[config.mk]
export PLATFORM = sky130hd
export DESIGN_NAME = custom_isa_core_mc
export DESIGN_NICKNAME = d
export VERILOG_FILES = /design/src/rtl/custom_isa_pkg.sv /design/src/rtl/custom_isa_core_mc_seq_mul.sv /design/src/rtl/custom_isa_core_mc.sv
export SDC_FILE = /design/constraint.sdc
export NUM_CORES = 2
export LEC_CHECK = 0
export CAP_MARGIN = 20
export CORE_AREA = 5 5 611 492
export CTS_CLUSTER_DIAMETER = 60
export DETAILED_ROUTE_END_ITERATION = 6
export DIE_AREA = 0 0 616 497
export GPL_ROUTABILITY_DRIVEN = 1
export PLACE_DENSITY = 0.44
export SYNTH_ARGS = -nofsm -noshare
export SYNTH_HDL_FRONTEND = slang
export SYNTH_HIERARCHICAL = 1
export SYNTH_SLANG_ARGS = --single-unit
[constraint.sdc]
create_clock -name clk -period 13.64 [get_ports clk]
set_input_delay 4.092 -clock clk [delete_from_list [all_inputs] [get_ports clk]]
set_output_delay 4.092 -clock clk [all_outputs]
set_load 0.05 [all_outputs]
[src/rtl/custom_isa_pkg.sv]
// Shared encodings and FSM states for the custom-extension execution core.
package custom_isa_pkg;

  localparam logic [6:0] OP_CUST = 7'h77;
  localparam logic [6:0] OP_BR   = 7'h7F;

  localparam logic [2:0] F3_SQADD  = 3'b000;
  localparam logic [2:0] F3_MULSUB = 3'b001;
  localparam logic [2:0] F3_BITCNT = 3'b010;
  localparam logic [2:0] F3_XORI   = 3'b100;
  localparam logic [2:0] F3_ADDI   = 3'b101;
  localparam logic [2:0] F3_SELBR  = 3'b111;

  localparam logic [1:0] SEL_NOP  = 2'b00;
  localparam logic [1:0] SEL_BEQ  = 2'b01;
  localparam logic [1:0] SEL_BLTU = 2'b10;
  localparam logic [1:0] SEL_BGEU = 2'b11;

  typedef enum logic [1:0] {S_IDLE, S_MUL_A, S_MUL_B, S_WB} state_e;

endpackage

[src/rtl/custom_isa_core_mc_seq_mul.sv]
// Shift-add multiplier retiring one multiplier bit per cycle; p is the low XLEN bits.
module seq_mul #(
  parameter int XLEN = 32
) (
  input  logic            clk,
  input  logic            reset,
  input  logic            start,
  input  logic [XLEN-1:0] a,
  input  logic [XLEN-1:0] b,
  output logic            done,
  output logic [XLEN-1:0] p
);
  localparam int CW = $clog2(XLEN + 1);

  logic [CW-1:0]   cnt_q;
  logic [XLEN-1:0] acc_q, mcand_q, mplier_q;

  // p already includes the partial product of the step in flight, so it is
  // final during the done cycle and stays final once the multiplier drains.
  assign p    = acc_q + (mplier_q[0] ? mcand_q : '0);
  assign done = (cnt_q == CW'(1));

  always_ff @(posedge clk) begin
    if (reset) begin
      cnt_q <= '0;
    end else if (start) begin
      cnt_q <= CW'(XLEN);
    end else if (cnt_q != '0) begin
      cnt_q <= cnt_q - CW'(1);
    end
  end

  always_ff @(posedge clk) begin
    if (start) begin
      acc_q    <= '0;
      mcand_q  <= a;
      mplier_q <= b;
    end else if (cnt_q != '0) begin
      acc_q    <= p;
      mcand_q  <= mcand_q << 1;
      mplier_q <= mplier_q >> 1;
    end
  end

endmodule

[src/rtl/custom_isa_core_mc.sv]
// Multi-cycle core for opcodes 0x77/0x7F: single-cycle ALU/branch ops, iterative SQADD/MULSUB.
module custom_isa_core_mc
  import custom_isa_pkg::*;
#(
  parameter int              XLEN      = 32,
  parameter int              NREG      = 32,
  parameter logic [XLEN-1:0] RESET_PC  = '0,
  parameter bit              BYTE_SWAP = 1'b1
) (
  input  logic                 clk,
  input  logic                 reset,
  input  logic                 instr_valid,
  output logic                 instr_ready,
  input  logic [31:0]          instr,
  output logic [XLEN-1:0]      pc,
  output logic                 busy,
  output logic                 illegal,
  output logic [NREG*XLEN-1:0] regs_flat
);
  localparam int RW = $clog2(NREG);

  logic [XLEN-1:0] regs_q [NREG];
  state_e          state_q, state_d;
  logic [XLEN-1:0] pc_q, pc_d, opnd_q, opnd_d, sq1_q, sq1_d;
  logic [RW-1:0]   rd_q, rd_d;
  logic            sqadd_q, sqadd_d, illegal_q, illegal_d;
  logic            we;
  logic [RW-1:0]   wa;
  logic [XLEN-1:0] wd;
  logic            mul_start, mul_done;
  logic [XLEN-1:0] mul_a, mul_b, mul_p;

  logic [31:0]     ins;
  logic [6:0]      opcode;
  logic [2:0]      f3;
  logic [RW-1:0]   rd_idx, rs1_idx, rs2_idx;
  logic [XLEN-1:0] rs1v, rs2v, imm12, bimm, jimm;
  logic            taken;

  function automatic logic [XLEN-1:0] popcnt(input logic [XLEN-1:0] v);
    logic [XLEN-1:0] c;
    c = '0;
    for (int i = 0; i < XLEN; i++) c = c + XLEN'(v[i]);
    return c;
  endfunction

  assign ins     = BYTE_SWAP ? {instr[7:0], instr[15:8], instr[23:16], instr[31:24]} : instr;
  assign opcode  = ins[6:0];
  assign f3      = ins[14:12];
  assign rd_idx  = ins[7 +: RW];
  assign rs1_idx = ins[15 +: RW];
  assign rs2_idx = ins[20 +: RW];
  assign rs1v    = regs_q[rs1_idx];
  assign rs2v    = regs_q[rs2_idx];
  assign imm12   = XLEN'(ins[31:20]);
  assign bimm    = XLEN'($signed({ins[7], ins[29:25], ins[11:8], 1'b0}));
  assign jimm    = XLEN'($signed({ins[31], ins[19:12], ins[20], ins[30:21], 1'b0}));

  always_comb begin
    taken = 1'b0;
    case (ins[31:30])
      SEL_BEQ:  taken = (rs1v == rs2v);
      SEL_BLTU: taken = (rs1v < rs2v);
      SEL_BGEU: taken = (rs1v >= rs2v);
      default:  taken = 1'b0;
    endcase
  end

  assign instr_ready = (state_q == S_IDLE);
  assign busy        = ~instr_ready;
  assign pc          = pc_q;
  assign illegal     = illegal_q;

  for (genvar g = 0; g < NREG; g++) begin : g_flat
    assign regs_flat[g*XLEN +: XLEN] = regs_q[g];
  end

  seq_mul #(.XLEN(XLEN)) u_mul (
    .clk  (clk),
    .reset(reset),
    .start(mul_start),
    .a    (mul_a),
    .b    (mul_b),
    .done (mul_done),
    .p    (mul_p)
  );

  always_comb begin
    state_d   = state_q;
    pc_d      = pc_q;
    illegal_d = 1'b0;
    opnd_d    = opnd_q;
    sq1_d     = sq1_q;
    rd_d      = rd_q;
    sqadd_d   = sqadd_q;
    we        = 1'b0;
    wa        = rd_idx;
    wd        = '0;
    mul_start = 1'b0;
    mul_a     = rs1v;
    mul_b     = rs2v;
    case (state_q)
      S_IDLE: if (instr_valid) begin
        pc_d = pc_q + XLEN'(4);
        if (opcode == OP_CUST) begin
          case (f3)
            F3_SQADD, F3_MULSUB: begin
              // pc advances only at writeback, so hold it here
              pc_d      = pc_q;
              mul_start = 1'b1;
              sqadd_d   = (f3 == F3_SQADD);
              mul_b     = (f3 == F3_SQADD) ? rs1v : rs2v;
              opnd_d    = (f3 == F3_SQADD) ? rs2v : rs1v;
              rd_d      = rd_idx;
              state_d   = S_MUL_A;
            end
            F3_BITCNT: begin we = 1'b1; wd = popcnt(ins[31] ? rs1v : ~rs1v); end
            F3_XORI:   begin we = 1'b1; wd = rs1v ^ imm12; end
            F3_ADDI:   begin we = 1'b1; wd = rs1v + imm12; end
            default:   illegal_d = 1'b1;
          endcase
        end else if (opcode == OP_BR) begin
          if (f3 == F3_SELBR) begin
            if (taken) pc_d = pc_q + bimm;
          end else begin
            we   = 1'b1;
            wd   = pc_q + XLEN'(4);
            pc_d = pc_q + (jimm << 1);
          end
        end else begin
          illegal_d = 1'b1;
        end
      end
      S_MUL_A: if (mul_done) begin
        if (sqadd_q) begin
          sq1_d     = mul_p;
          mul_start = 1'b1;
          mul_a     = opnd_q;
          mul_b     = opnd_q;
          state_d   = S_MUL_B;
        end else begin
          state_d = S_WB;
        end
      end
      S_MUL_B: if (mul_done) state_d = S_WB;
      S_WB: begin
        we      = 1'b1;
        wa      = rd_q;
        wd      = sqadd_q ? (sq1_q + mul_p) : (mul_p - opnd_q);
        pc_d    = pc_q + XLEN'(4);
        state_d = S_IDLE;
      end
      default: state_d = S_IDLE;
    endcase
  end

  always_ff @(posedge clk) begin
    if (reset) begin
      state_q   <= S_IDLE;
      pc_q      <= RESET_PC;
      illegal_q <= 1'b0;
      for (int i = 0; i < NREG; i++) regs_q[i] <= '0;
    end else begin
      state_q   <= state_d;
      pc_q      <= pc_d;
      illegal_q <= illegal_d;
      if (we && wa != '0) regs_q[wa] <= wd;
    end
  end

  always_ff @(posedge clk) begin
    opnd_q  <= opnd_d;
    sq1_q   <= sq1_d;
    rd_q    <= rd_d;
    sqadd_q <= sqadd_d;
  end

endmodule

# After elaboration in Yosys (flattened, before gate mapping)

Memories as Yosys holds them, arrays and structs flattened.
Index checks and enable logic that the tools add are counted.

Memories kept: 1
Input port bits: 35
Flip-flop bits (word level): 207
Logic and storage cells: 161
Memory bits (writable): 1024

Memories:

| memory | depth | bits a word | read ports | clocked after memory_dff | write ports | RTL line                 | source |
|---|---|---|---|---|---|---|---|
| regs_q | 32    | 32          | 34         | 0                        | 32          | custom_isa_core_mc.sv:22 | `logic [XLEN-1:0] regs_q [NREG];` |

Reduce and logical (&&, ||, !) cells: 17
$lt $le $gt $ge: 2
Equality and inequality tests: 21
Add/subtract/negate cells: 39
Bitwise operators: 4
Multiplexer cells: 65

Operator list:

| operator              | number |
|---|---|
| $mux 32               | 28 |
| $pmux 32 s2           | 3 |
| $add 32x32->32        | 4 |
| $pmux 32 s3           | 1 |
| $add 31x1->32         | 1 |
| $add 32x12->32        | 1 |
| $add 32x3->32 const B | 1 |
| $eq 32x32->1          | 1 |
| $ge 32x32->1          | 1 |
| $lt 32x32->1          | 1 |
| $not 32->32           | 1 |
| $reduce_or 32->1      | 1 |
| $sub 32x32->32        | 1 |
| $xor 32x12->32        | 1 |
| $add 30x1->31         | 1 |
| $add 29x1->30         | 1 |
| $add 28x1->29         | 1 |
| $add 27x1->28         | 1 |
| $add 26x1->27         | 1 |
| $add 25x1->26         | 1 |
| $add 24x1->25         | 1 |
| $add 23x1->24         | 1 |
| $add 22x1->23         | 1 |
| $add 21x1->22         | 1 |
| 51 further kinds      | 92 |

# Logic depth before layout (Yosys ltp)

An unclocked memory read counts as a cell.

Word-level depth: 39
Mapped depth: 39

# Hierarchy

The synthesis kept the hierarchy.

Modules (own cells, without submodules):

| module             | area an instance (um^2) | instances | cells an instance |
|---|---|---|---|
| custom_isa_core_mc | 67159.4                 | 1         | 5328 |
| seq_mul            | 5854.4                  | 1         | 550 |

# Least setup slack after synthesis

Ideal clock, no wire load.

Path kind: in2reg
Start point: in instr[23]
End point: mem regs_q[2][4], data pin
Buffers on the path: 8
Stages: 35
Data required time: 13.373 ns
Arrival: 12.640 ns
Slack: 0.733 ns
Cells stage by stage: buf_6 > buf_2 > buf_4 > buf_2 > clkbuf_1 > buf_2 > mux4_2 > mux4_2 > mux2_2 > ha_1 > inv_1 > fa_1 > inv_1 > fa_1 > inv_1 > fa_1 > fa_1 > inv_1 > fa_1 > fa_1 > inv_1 > ha_1 > fa_1 > a21o_1 > a21oi_1 > xnor2_1 > nand2_1 > nor2_1 > a21oi_1 > o22ai_1 > a222oi_1 > or2_2 > clkbuf_1 > buf_1 > nor2_1

RTL lines:

| what        | RTL line                 | source |
|---|---|---|
| from (decl) | custom_isa_core_mc.sv:14 | `input logic [31:0] instr,` |
| to (decl)   | custom_isa_core_mc.sv:22 |  |

==> key figures <==
Timing
  – Final count of hold timing violations: 0
  – Setup_tns: 0 ns
  – Fmax: 83.6 MHz
  – Setup Viol. Count Final: 0
  – Final critical-path share of the clock period: 87.7%
  – RSZ-0062 raised after global routing: no
  – Slew Viols, Final: 0
  – Actual slew at the worst max-slew pin: 1.31 ns
  – Setup Skew: 0.120 ns
  – Normalized max-slew margin: 11.7%
  – Minimum clock period: 11.96 ns

Global route
  – Vias in the first global route: 59,100
  – Largest net degree at the start of global routing: 73
  – First-pass GRT wire length: 592,000 µm
  – Gr ovfl total: 0
  – GRT Total Usage: 28.5%
  – Initial antenna violation count: 36

Synthesis
  – Main area contributors after synthesis: edfxtp_1, mux4_2, nor2_1
  – Register bit total from synthesis: 1,230
  – Post-synth design cell area: 73,000 µm²
  – Ys Warns: 6
  – Top cell type by total area after synthesis: edfxtp_1
  – Mapped Cells: 5,878
  – Synth Flop Type: edfxtp_1
  – Sequential share of the synthesized area: 49.6%
  – Share of the synthesized area in the top cell type: 47.6%
  – Syn Area/Cell: 12.4 µm²
  – Synth cell types: 112
  – Count of flip-flops with a built-in enable after synthesis: 1,158
  – Async SR Flop Fraction: 0%

Worst setup path
  – R2r setup slk: 5.07 ns
  – Crit-path max FO: 49
  – Reg2reg start: regs_q[31][25]$_SDFFCE_PN0P_
  – CP max-delay cell: fa_1
  – Critical Path Start: instr[8]
  – R2R Path End: regs_q[21][4]$_SDFFCE_PN0P_
  – Endpoint class of the critical path: flop
  – Top cell by count, worst path: fa_1
  – Worst path arrival time: 12.49 ns
  – Crit-path max cell delay: 0.74 ns
  – Worst endpoint required time: 14.17 ns
  – Startpoint types: input port
  – Crit path capture: regs_q[21][4]$_SDFFCE_PN0P_
  – R2R depth: 28
  – WS Path Type: input port to flop

Floorplan
  – Core ar.: 293,000 µm²
  – Num rows: 178
  – I/O Pins: 1,094
  – Initial Util: 24.9%
  – Full die area: 306,000 µm²
  – Die Wd: 616 µm
  – Die Y: 497 µm

Clocking
  – Post_cts resized: 0
  – Post-CTS Hold Buffers: 0
  – Worst skew pair latency: 0.87 ns
  – Cts bufs inserted: 167
  – CTS tree: built
  – H-tree Lvls: 4
  – CTS root buf: clkbuf_16
  – Clock Sink Count: 1,230
  – Clock transition at the registers of the reported paths: 0.06 ns
  – CTS Buffer Depth: 4
  – Setup bufs post-CTS: 0

Layout
  – Commonest non-fill, non-tap cell in the layout: nor2_1
  – Area growth, synth to finish: 29.1%
  – Nets: 7,142
  – Layout cells sized above 1: 18.2%
  – Most frequent cells in the layout: nor2_1, edfxtp_1, clkdlybuf4s50_1, mux4_2, a21oi_1
  – Post-layout util: 32.1%

Worst hold path
  – HP Class: flop to flop

Detailed routing
  – Final ANT Viol Nets: 0
  – Vias/cell: 5.77
  – Routed len/inst: 41.9 µm
  – Number of remaining DRC errors: 0
  – Via count: 62,900
  – DRT Pass-1 Iters: 6
  – Initial DRC count: 9,809
  – Drt total wl: 457,000 µm

Placement
  – Port bufs: 1,092
  – Post-DP HPWL: 328,000 µm
  – GPL Wtd Cong: 0.964

Run
  – Max_cap viols: 0

Power and ir drop
  – Leakage: 32.8 nW
  – VDD IR max: 0.265 mV
  – PD cells: 160 nW/µm²
  – Design Power: 15.1 mW

Status
  – Outcome: complete, no violations
==> cells by family (layout without fill, tap and decap cells) <==
kind of cell	count (synthesis)	in the layout	share of synthesized area, %
AND/OR/NAND/NOR	1986	1986	11.8
flip-flops	1230	1230	49.6
AO/OA/AOI/OAI	849	849	7.81
multiplexers	805	805	20.6
buffers and inverters	583	1696	3.76
XOR/XNOR	215	215	2.58
adder cells (fa/ha/maj)	209	209	3.88
other	1	39	0.00514
==> synthesized netlist by cell type (16+ instances only) <==
| master | n |
|---|---|
| o221ai_1 | 36 |
| mux2i_1 | 180 |
| a22oi_1 | 89 |
| a21o_1 | 72 |
| and2_1 | 50 |
| o21a_1 | 26 |
| buf_4 | 24 |
| mux2_2 | 78 |
| fa_1 | 29 |
| a31oi_1 | 26 |
| nor2_2 | 54 |
| o21ai_0 | 128 |
| a211oi_1 | 23 |
| buf_1 | 46 |
| nand2_1 | 276 |
| inv_1 | 92 |
| nor4_1 | 20 |
| a21oi_1 | 249 |
| xnor2_1 | 111 |
| nor2_1 | 1237 |
| nand2b_1 | 59 |
| nor3_1 | 57 |
| and3_1 | 23 |
| clkbuf_1 | 314 |
| o21bai_1 | 16 |
| dfxtp_1 | 72 |
| buf_6 | 22 |
| edfxtp_1 | 1158 |
| nand4_1 | 34 |
| nand3_1 | 81 |
| or3_1 | 17 |
| xor2_1 | 104 |
| nor2b_1 | 21 |
| o211ai_1 | 16 |
| mux4_2 | 529 |
| buf_2 | 56 |
| ha_1 | 180 |
==> registers in the layout, summed over array words and instances (netlist names) <==
register        flops
regs_q           1024
opnd_q             32
sq1_q              32
u_mul/acc_q        32
u_mul/mcand_q      32
u_mul/mplier_q     32
pc                 31
u_mul/cnt_q         6
rd_q                5
state_q             2
illegal             1
sqadd_q             1
==> layer usage <==
metal	vias up	part of all wire, %	GRT usage (%)
met3	822	10	7.38
li1	24300	-	-
met2	4636	43	43.0
met1	33100	40	38.1
met4	6	5.9	13.8
met5	-	0.0088	0
==> report_power, final <==
| group | internal (mW) | total [mW] | switching (mW) | leakage (nW) |
|---|---|---|---|---|
| Clock | 2.45 | 4.32 | 1.88 | 2.50 |
| Sequential | 4.55 | 4.84 | 0.293 | 12.4 |
| Combinational | 2.17 | 5.92 | 3.75 | 17.9 |
==> final cells by class <==
cell class,instances,area [µm²]
timing repair buffer,1306,12800
multi-input combinational,4097,34900
tap,3870,4840
sequential,1230,36200
antenna,6,15.0
clock inverter,90,777
fill,29200,199000
inverter,96,364
clock buffer,204,4370
==> worst min-delay path by stage <==
stage	start	end	slack, ns	cells after the start
after floorplan	u_mul/acc_q[23]$_SDFFE_PP0P_	u_mul/acc_q[23]$_SDFFE_PP0P_	0.44	2
final	u_mul/acc_q[3]$_SDFFE_PP0P_	u_mul/acc_q[3]$_SDFFE_PP0P_	0.46	2
after global placement	u_mul/acc_q[13]$_SDFFE_PP0P_	u_mul/acc_q[13]$_SDFFE_PP0P_	0.44	2
after CTS	u_mul/acc_q[14]$_SDFFE_PP0P_	u_mul/acc_q[14]$_SDFFE_PP0P_	0.46	2
after detailed placement	u_mul/acc_q[14]$_SDFFE_PP0P_	u_mul/acc_q[14]$_SDFFE_PP0P_	0.45	2
after global routing	u_mul/acc_q[17]$_SDFFE_PP0P_	u_mul/acc_q[17]$_SDFFE_PP0P_	0.48	2
==> worst max-delay path: cells and delay by family <==
family | cells | cell delay (ns)
muxes | 1 | 0.59
xor gates and xnor gates | 2 | 0.35
buffers and inverters | 6 | 0.95
and+or+nand+nor | 5 | 0.72
AOI/OAI and AO/OA | 7 | 1.58
adders and majority gates | 8 | 3.98
==> per-stage QoR <==
stage          hold slack, ns  instance area (µm²)  setup slack (ns)  instances
5_1_grt                 0.476                94300              1.43      10900
3_5_place_dp            0.452                89100             0.912      10600
2_1_floorplan           0.436                73100             0.733       5910
6_report                0.457                94300              1.68      10900
4_1_cts                 0.459                94200              1.80      10900
3_3_place_gp            0.444                89000             0.886      10600
(Power assumes the default switching activity.)
